`config.mk`:
```
export PLATFORM = sky130hd
export DESIGN_NAME = wb_ctrlr
export DESIGN_NICKNAME = d
export VERILOG_FILES = /design/src/rtl/wb_ctrlr.sv
export SDC_FILE = /design/constraint.sdc
export NUM_CORES = 1
export LEC_CHECK = 0
export ABC_AREA = 1
export CAP_MARGIN = 20
export CELL_PAD_IN_SITES_DETAIL_PLACEMENT = 0
export CELL_PAD_IN_SITES_GLOBAL_PLACEMENT = 1
export CORE_MARGIN = 2
export CORE_UTILIZATION = 32
export DETAILED_ROUTE_END_ITERATION = 8
export MAX_ROUTING_LAYER = met4
export PLACE_DENSITY_LB_ADDON = 0.08
export SLEW_MARGIN = 5
export SYNTH_ARGS = -nofsm -noshare
export SYNTH_HDL_FRONTEND = slang
export SYNTH_SLANG_ARGS = --single-unit
```
`constraint.sdc`:
```
create_clock -name clock -period 3.2 [get_ports clock]
set_input_delay 0.48 -clock clock [delete_from_list [all_inputs] [get_ports clock]]
set_output_delay 0.48 -clock clock [all_outputs]
set_load 0.02 [all_outputs]
```
`src/rtl/wb_ctrlr.sv`:
```
// Writeback controller: registers each completed instruction's result and drives the
// register-file write port, selecting between the ALU result, extended load data and the link address.
//
// state    | meaning
// ---------+---------------------------------------------------------------
// IDLE     | ready for a new instruction; non-loads complete in one cycle
// WAIT_MEM | load outstanding, upstream stalled until rvalid or timeout
module wb_ctrlr #(
   parameter int DATA_W      = 32,
   parameter int REG_AW      = 5,
   parameter int MEM_TIMEOUT = 15
) (
   input  logic              clock,
   input  logic              reset,
   input  logic              w_in_valid,
   output logic              w_in_ready,
   input  logic [DATA_W-1:0] w_alu_result,
   input  logic [DATA_W-1:0] w_pc_plus4,
   input  logic [REG_AW-1:0] w_dest_reg,
   input  logic              w_reg_write,
   input  logic              w_load_op,
   input  logic              w_link_op,
   input  logic [1:0]        w_load_size,
   input  logic              w_load_unsigned,
   input  logic [DATA_W-1:0] w_mem_rdata,
   input  logic              w_mem_rvalid,
   output logic              w_rf_we,
   output logic [REG_AW-1:0] w_rf_waddr,
   output logic [DATA_W-1:0] w_rf_wdata,
   output logic              w_stall,
   output logic              w_mem_timeout
);

   typedef enum logic {IDLE = 1'b0, WAIT_MEM = 1'b1} state_t;

   localparam logic [7:0] CNT_LAST = 8'(MEM_TIMEOUT - 1);

   state_t            state, state_nxt;
   logic [7:0]        cnt, cnt_nxt;
   logic [REG_AW-1:0] lat_dest;
   logic [1:0]        lat_off;
   logic [1:0]        lat_size;
   logic              lat_uns;
   logic              lat_rw;
   logic              we_nxt;
   logic [REG_AW-1:0] waddr_nxt;
   logic [DATA_W-1:0] wdata_nxt;
   logic              tmo_nxt;
   logic              accept;

   // Big-endian lane selection; lane positions assume a 32-bit bus.
   function automatic logic [DATA_W-1:0] load_ext(input logic [DATA_W-1:0] rdata,
                                                 input logic [1:0] off,
                                                 input logic [1:0] size,
                                                 input logic uns);
      logic [7:0]  b;
      logic [15:0] h;
      logic [DATA_W-1:0] r;
      case (off)
         2'd0:    b = rdata[31:24];
         2'd1:    b = rdata[23:16];
         2'd2:    b = rdata[15:8];
         default: b = rdata[7:0];
      endcase
      h = off[1] ? rdata[15:0] : rdata[31:16];
      case (size)
         2'b00:   r = {{(DATA_W-8){b[7] & ~uns}}, b};
         2'b01:   r = {{(DATA_W-16){h[15] & ~uns}}, h};
         default: r = rdata;
      endcase
      return r;
   endfunction

   assign w_in_ready = (state == IDLE);
   assign w_stall    = ~w_in_ready;
   assign accept     = w_in_valid && (state == IDLE);

   always_comb begin
      state_nxt = state;
      cnt_nxt   = cnt;
      we_nxt    = 1'b0;
      waddr_nxt = w_rf_waddr;
      wdata_nxt = w_rf_wdata;
      tmo_nxt   = 1'b0;
      case (state)
         IDLE: begin
            if (w_in_valid) begin
               // Link wins over load, so a link never waits on memory.
               if (w_link_op || !w_load_op) begin
                  if (w_reg_write && (w_dest_reg != '0)) begin
                     we_nxt    = 1'b1;
                     waddr_nxt = w_dest_reg;
                     wdata_nxt = w_link_op ? w_pc_plus4 : w_alu_result;
                  end
               end else begin
                  state_nxt = WAIT_MEM;
                  cnt_nxt   = '0;
               end
            end
         end
         WAIT_MEM: begin
            if (w_mem_rvalid) begin
               state_nxt = IDLE;
               if (lat_rw && (lat_dest != '0)) begin
                  we_nxt    = 1'b1;
                  waddr_nxt = lat_dest;
                  wdata_nxt = load_ext(w_mem_rdata, lat_off, lat_size, lat_uns);
               end
            end else if (cnt == CNT_LAST) begin
               state_nxt = IDLE;
               tmo_nxt   = 1'b1;
            end else begin
               cnt_nxt = cnt + 8'd1;
            end
         end
         default: state_nxt = IDLE;
      endcase
   end

   always_ff @(posedge clock or posedge reset) begin
      if (reset) begin
         state         <= IDLE;
         cnt           <= '0;
         w_rf_we       <= 1'b0;
         w_rf_waddr    <= '0;
         w_rf_wdata    <= '0;
         w_mem_timeout <= 1'b0;
      end else begin
         state         <= state_nxt;
         cnt           <= cnt_nxt;
         w_rf_we       <= we_nxt;
         w_rf_waddr    <= waddr_nxt;
         w_rf_wdata    <= wdata_nxt;
         w_mem_timeout <= tmo_nxt;
      end
   end

   always_ff @(posedge clock or posedge reset) begin
      if (reset) begin
         lat_dest <= '0;
         lat_off  <= '0;
         lat_size <= '0;
         lat_uns  <= 1'b0;
         lat_rw   <= 1'b0;
      end else if (accept) begin
         lat_dest <= w_dest_reg;
         lat_off  <= w_alu_result[1:0];
         lat_size <= w_load_size;
         lat_uns  <= w_load_unsigned;
         lat_rw   <= w_reg_write;
      end
   end

endmodule
```
# Word-level counts from Yosys, hierarchy flattened
# Index checks and enable logic that the tools add are counted.
# word_totals
input_bits,111
regBits,59
word_cells,77
output_inout_bits,41
# classes
n_bitwise,4
muxes,38
n_reduce_logical,11
n_eq_ne,12
add_sub_neg,1
# ops
cell,count
$mux W32,6
$pmux W32 S2,2
$mux W8,7
$mux W5,5
$pmux W8 S3,1
$mux W16,1
$pmux W8 S2,1
$mux W1,12
$ne A2 B2 Y1 const B,5
$pmux W5 S2,1
$reduce_bool A5 Y1,2
$add A8 B1 Y8 const B,1
$eq A8 B4 Y1 const B,1
$ne A2 B1 Y1 const B,3
$reduce_and A5 Y1,1
$eq A2 B1 Y1 const B,2
$logic_not A2 Y1,2
$pmux W1 S2,2
$reduce_and A4 Y1,1
$logic_and A1 B1 Y1,3
$and A1 B1 Y1,2
$eq A2 B2 Y1 const B,1
$not A1 Y1,2
$logic_not A1 Y1,1
$logic_or A1 B1 Y1,1

# Depth between registers and ports, before layout
# Gate-level depths: netlist of run 1.
# depth
depth_word,10
depth_mapped,11
ltp_nobuf,10

# Worst setup path after synthesis of run 1
# No wires, ideal clock.
# synth_timing
path_type,register to output
from,reg state (netlist: w_stall)
to,out w_in_ready
stages_incl_launch_ff,4
t_arrival_ps,1252
path_slack_ps,1468
n_path_buf,2
required_time_ps,2720
path_cell_list,dfrtp_1 inv_2 clkbuf_1 clkbuf_1
# synth_via
elab_chain_cells,1
# synth_rtl
item,line,rtl
"start, declared",38,"state_t state, state_nxt;"
"start signal, assigned",129,state <= state_nxt;
$not A1 Y1,n/a,
"end, declared",16,"output logic w_in_ready,"
# Every way passes these cells.

# Worst setup path after layout of run 1
# layout_timing
from,reg state (netlist: w_stall)
to,reg w_rf_wdata[2]
# layout_via
elab_chain_cells,3
word_cells_on_any_way,8
cone_classes,5 x eq/ne; 1 x mux; 1 x bitwise; 1 x reduce/logical
# layout_rtl
item,line,rtl
$not A1 Y1,n/a,
$ne A2 B1 Y1 (no source line) or $ne A2 B2 Y1 (tied branches),n/a,
$reduce_and A5 Y1 (no source line),n/a,
"end signal, assigned",133,w_rf_wdata <= wdata_nxt;
"end, declared",29,"output logic [DATA_W-1:0] w_rf_wdata,"
# Parallel ways exist; a longest one is shown, timed or not.
# A chain may end at the register's enable or synchronous reset.

==> results.md, run 1 <==
* Largest net degree at the start of global routing at 60
* Cts-stage hold buffer count at 0
* Synthesis-stage register bit count at 59
* Core area at 0.0116 mm^2
* ANT cells at 0
* Power density cells at 541 mW/mm^2
* Crit path DAT at 2.79 ns
* Pre-Repair DR Iteration Count at 5
* Post-Syn Area per Cell at 6.43 um^2
* CP Class: register to register
* Layout cell share with drive strength beyond 1 at 4.48%
* Num rows at 39
* GRT Total Usage at 21.0%
* Via count at about 4300
* DR DRC count at 0
* Crit Path Max Fanout at slightly above 40
* Synth top area cells: dfrtp_1 39%, nand2_1 21%, nand3_1 9.4%, a21oi_1 6.9%, o21ai_0 4.7%
* Post-synth cell types at 27
* Clock insertion delay at the later pin of the skew report at 0.33 ns
* RSZ-0062 raised after global routing: false
* Max Clk Rate at 0.396 GHz
* Commonest non-fill, non-tap cell in the layout: nand2_1
* Total wire length at between 10000 and 15000 um
* Maximum VDD drop at between 200 and 300 uV
* Kind of start point of the critical path: register
* Number of max-cap violations at 0
* Yosys Warn Count at 0
* CTS Root Cell: clkbuf_16
* Clock Sinks at 59
* Antenna violations before repair at 0
* First-pass GRT wire length at 20800 um
* Slew @ Worst Pin at 0.802 ns
* Post-CTS Setup Repair Bufs at 0
* Bufs and invs on worst path at 2
* CP max-delay cell: dfrtp_1
* Die width at 113 um
* Clock transition at path regs at 0.05 ns
* Tmin final at roughly 2.5 ns
* Die Span Y at 113 um
* DIE AREA at between 0.01 and 0.015 mm^2
* Mapped Cells at 596
* Post-cts gate resize count at 0
* Post-DRT Antenna Nets at 0
* HP Class: register to register
* Final count of hold timing violations at 0
* Crit-path most repeated cell: nand2_1
* Post-synthesis sequential area ratio at 38.5%
* Max transition margin at 46.5%
* Period utilisation layout at 79.0%
* Layout Nets at 845
* Worst-path cell chain: buf_4 -> nor2_4 -> nand2_1 -> nor2_1 -> nand2_2 -> nand2_4 -> inv_2 -> nor2_1 -> nand2_1 -> nand2_1
* Endpoint class of the critical path: register
* DR iter-0 viols at 201
* FILL cells at 1216
* CP top delay family: simple AND/OR/NAND/NOR gates
* Post-route core utilization at 49.7%
* Static Leak at 2.74 nW
* WP data required at around 3.5 ns
* Via/cell ratio at 4.91
* Syn Nets at 709
* Slowest stage delay, CP at 0.52 ns
* Final setup TNS at 0 ns
* Final Skew at about 0.0056 ns
* Total CTS buffers at 9
* Non-filler instance count after layout at 880
* Yosys top cell by area: dfrtp_1
* GP Congestion at 0.831
* Mapped Area at 0.00383 mm^2
* Commonest non-fill, non-tap cells in the layout: 219 x nand2_1, 151 x clkdlybuf4s50_1, 72 x nand3_1
* Io pins at 152
* # setup viols final at 0
* Grt total ovfl at 0
* CTS tree: built
* Area grow syn2layout at 50.0%
* Vias in the first global route at 4161
* Slew Viols, Final at 0
* DP HPWL at 9720 um
* Outcome: completed
* H-Tree Depth at 3
* Initial core utilization at 33.1%
* Wire length per cell at 14.9 um
* Placed Cells at 863
* Synth top area share at 38.5%
* Clock Tree Buf Depth at 2
* Number of port buffers at around 150
==> cell usage after synthesis <==
cell type	count
a21oi_1	53
and2_1	1
buf_2	12
buf_6	1
clkbuf_1	21
dfrtp_1	59
ha_1	2
inv_1	43
inv_2	2
nand2_1	219
nand2_2	2
nand2_4	1
nand3_1	72
nand3_2	1
nand3b_1	1
nand4_1	3
nor2_1	47
nor2_4	1
nor3_1	2
nor3_2	1
o211ai_1	1
o21a_1	2
o21ai_0	36
o21ai_1	6
or2_2	1
xnor2_1	3
xor2_1	3
==> registers in the layout, summed over array words and instances, names as in the netlist <==
register and count:
cnt 8, lat_uns 1, w_stall 1, w_rf_waddr 5, lat_rw 1, lat_off 2, lat_dest 5, w_rf_wdata 32
lat_size 2, w_rf_we 1, w_mem_timeout 1
==> metal layers <==
metal	GRT usage, %	share of wire (%)	up-vias
met5	-	0	-
met3	4.36	5.7	15
met1	30.2	49	1985
met2	30.3	43	138
met4	5.12	1.5	0
li1	-	-	2180
==> stage by stage <==
stage / power [mW] / hold slack, ns / area [um^2] / setup WS (ns)
after floorplan: 1.60 / 0.470 / 3830 / 1.26
after global placement: 2.14 / 0.463 / 5430 / 0.542
after detailed placement: 2.15 / 0.469 / 5430 / 0.435
after CTS: 3.14 / 0.484 / 5720 / 0.637
after global routing: 3.30 / 0.504 / 5750 / 0.434
final: 3.11 / 0.480 / 5750 / 0.673
==> final timing paths <==
path | startpoint | end | slack, ns | cells after the start
hold / removal | w_rf_wdata[6] | w_rf_wdata[6] | 0.48 | 2
max in group asynchronous | reset | w_rf_wdata[20] | 1.96 | 3
min in group asynchronous | reset | cnt[3] | 0.69 | 3
setup / recovery | w_stall | w_rf_wdata[2] | 0.67 | 10
setup reg to reg | w_stall | w_rf_wdata[2] | 0.67 | 10
hold reg to reg | w_rf_wdata[6] | w_rf_wdata[6] | 0.48 | 2
==> cell families (layout without fill, tap and decap cells) <==
logic type	count (synthesis)	in the layout	share of synthesized area, %
simple gates	352	352	38.2
compound gates	98	98	13.0
buf+inv	79	220	8.32
flops	59	59	38.5
xor+xnor	6	6	1.37
fa+ha+maj	2	2	0.653
==> where the power goes <==
group / switching, mW / total, mW / internal [mW]
logic: 0.594 / 1.11 / 0.519
clock network: 0.351 / 0.971 / 0.620
registers: 0.122 / 1.02 / 0.903
total: 1.07 / 3.11 / 2.04
==> tightest hold or removal path, cell delays in order, from the launching register on <==
cell and delay, ns:
dfrtp_1 0.34, nand2_1 0.05, nand2_1 0.05
==> area by class of cell <==
| cell class | count | area, um^2 | share of cell area (%) |
|---|---|---|---|
| Clock inverter | 5 | 52.6 | 0.914 |
| Sequential cell | 59 | 1480 | 25.7 |
| Tap cell | 143 | 179 | 3.11 |
| Timing Repair Buffer | 159 | 1590 | 27.7 |
| Multi-Input combinational cell | 458 | 2040 | 35.5 |
| Clock buffer | 11 | 243 | 4.22 |
| Inverter | 45 | 169 | 2.94 |
Power figures use the tool's default switching activity.
==> run 2: changes to the inputs <==
--- a/config.mk
+++ b/config.mk
@@ -10,7 +10,7 @@
 export CELL_PAD_IN_SITES_DETAIL_PLACEMENT = 0
 export CELL_PAD_IN_SITES_GLOBAL_PLACEMENT = 1
 export CORE_MARGIN = 2
-export CORE_UTILIZATION = 32
+export CORE_UTILIZATION = 30
 export DETAILED_ROUTE_END_ITERATION = 8
 export MAX_ROUTING_LAYER = met4
 export PLACE_DENSITY_LB_ADDON = 0.08
==> constraint.sdc (replaced) <==
create_clock -name clock -period 2.4 [get_ports clock]
set_input_delay 0.36 -clock clock [delete_from_list [all_inputs] [get_ports clock]]
set_output_delay 0.36 -clock clock [all_outputs]
set_load 0.02 [all_outputs]
==> results.md, run 2 (synthesized netlist as in run 1, its figures left out) <==
* Outcome: completed
* CP max-delay cell: clkdlybuf4s50_1
* DIE AREA at 0.0137 mm^2
* Layout Nets at roughly 850
* Tmin final at 1.97 ns
* DR iter-0 viols at 301
* Cts-stage hold buffer count at 0
* Post-DRT Antenna Nets at 0
* Total CTS buffers at 9
* Non-filler instance count after layout at 913
* CTS Root Cell: clkbuf_16
* Die width at 117 um
* Crit Path Max Fanout at 8
* Clock Sinks at 59
* FILL cells at 1294
* CP top delay family: buffers and inverters
* Clock insertion delay at the later pin of the skew report at 0.33 ns
* Most flop-heavy register: w_rf_wdata
* Bufs and invs on worst path at 2
* Area grow syn2layout at 52.3%
* Via/cell ratio at 4.73
* CP Class: register to output pin
* Static Leak at 2.78 nW
* Final setup TNS at 0 ns
* GRT Total Usage at 20.6%
* ANT cells at 0
* Largest net degree at the start of global routing at 60
* H-Tree Depth at 3
* Kind of start point of the critical path: register
* Total wire length at 13500 um
* First-pass GRT wire length at 20700 um
* Worst-path cell chain: inv_2 -> clkdlybuf4s50_1
* Largest registers: w_rf_wdata (32), cnt (8)
* Pwr Total at 4.28 mW
* Clock Tree Buf Depth at 2
* Slowest stage delay, CP at ~0.61 ns
* DR DRC count at 0
* GR Layer Usage met3 at 4.38%
* Placed Cells at 897
* Grt met1 use at 27.2%
* Commonest non-fill, non-tap cell in the layout: nand2_1
* Critical path depth at 2
* Wire length per cell at around 15 um
* R2R depth at 9
* Core area at 0.0126 mm^2
* Number of max-cap violations at 0
* Clock transition at path regs at about 0.05 ns
* Layout cell share with drive strength beyond 1 at 5.13%
* Io pins at around 150
* Die Span Y at approximately 120 um
* Most used routing layer: met2
* WP data required at 2.04 ns
* Grt total ovfl at 0
* Crit path DAT at approximately 1.6 ns
* Maximum VDD drop at 364 uV
* Slew @ Worst Pin at 0.715 ns
* GRT met2 Usage at 32.1%
* # setup viols final at 0
* HP Class: input pin to asynchronous set/reset pin
* Final Skew at between 0.004 and 0.005 ns
* Period utilisation layout at 82.3%
* Slew Viols, Final at 0
* Initial core utilization at 30.5%
* Post-cts gate resize count at 0
* Max transition margin at 52.3%
* Num rows at 41
* GP Congestion at 0.849
* Via count at around 4300
* Power density cells at roughly 730 mW/mm^2
* Commonest non-fill, non-tap cells in the layout: 219 x nand2_1, 151 x clkdlybuf4s50_1, 72 x nand3_1
* Vias in the first global route at 4006
* RSZ-0062 raised after global routing: false
* DP HPWL at roughly 10000 um
* Final count of hold timing violations at 0
* Max reg flops at 32
* Pre-Repair DR Iteration Count at 5
* Post-CTS Setup Repair Bufs at 0
* Antenna violations before repair at 0
* Endpoint class of the critical path: output pin
* Max Clk Rate at just over 0.5 GHz
* CTS tree: built
* Number of port buffers at ~150
==> run 2: worst paths after layout <==
kind | slack (ns) | endpoint | from
min in group clock | 0.47 | w_rf_wdata[27] | w_rf_wdata[27]
setup reg to reg | 0.51 | w_rf_wdata[5] | w_stall
hold reg to reg | 0.47 | w_rf_wdata[27] | w_rf_wdata[27]
setup / recovery | 0.43 | w_in_ready | w_stall
hold / removal | 0.41 | cnt[3] | reset
max in group asynchronous | 1.73 | w_rf_wdata[3] | reset
==> run 2: where the power goes <==
group	switching [mW]	internal, mW	leakage (nW)
clock network	0.461	0.959	0.165
registers	0.144	1.20	0.737
logic	0.812	0.700	1.88
total	1.42	2.86	2.78
==> run 2: metrics by stage <==
| step | utilization, % | setup WS, ns | hold slack (ns) | cell area [um^2] |
|---|---|---|---|---|
| after floorplan | - | 0.584 | 0.431 | 3830 |
| after global placement | 43.9 | 0.254 | 0.462 | 5510 |
| after detailed placement | 43.9 | 0.198 | 0.465 | 5510 |
| after CTS | 46.5 | 0.387 | 0.417 | 5840 |
| after global routing | 46.5 | 0.304 | 0.450 | 5840 |
| final | 46.5 | 0.426 | 0.409 | 5840 |
==> run 2: area by class of cell <==
type	count	area, um^2	share of cell area [%]
multi-input cells	458	2040	34.9
repair buffers	163	1610	27.6
flip-flops and latches	59	1480	25.3
clock buffers	11	253	4.33
well taps	172	215	3.68
inverters	45	169	2.89
clock inverters	5	75.1	1.29
==> run 2: worst min-delay path, delay by kind of cell <==
kind,cells,cell delay (ns)
buffers and inverters,3,0.77
==> run 2: routing by layer <==
layer  up-vias  wire length [um]
li1       2193                 -
met4         0               174
met1      1991              6250
met5         -                 0
met2       122              6330
met3        11               757
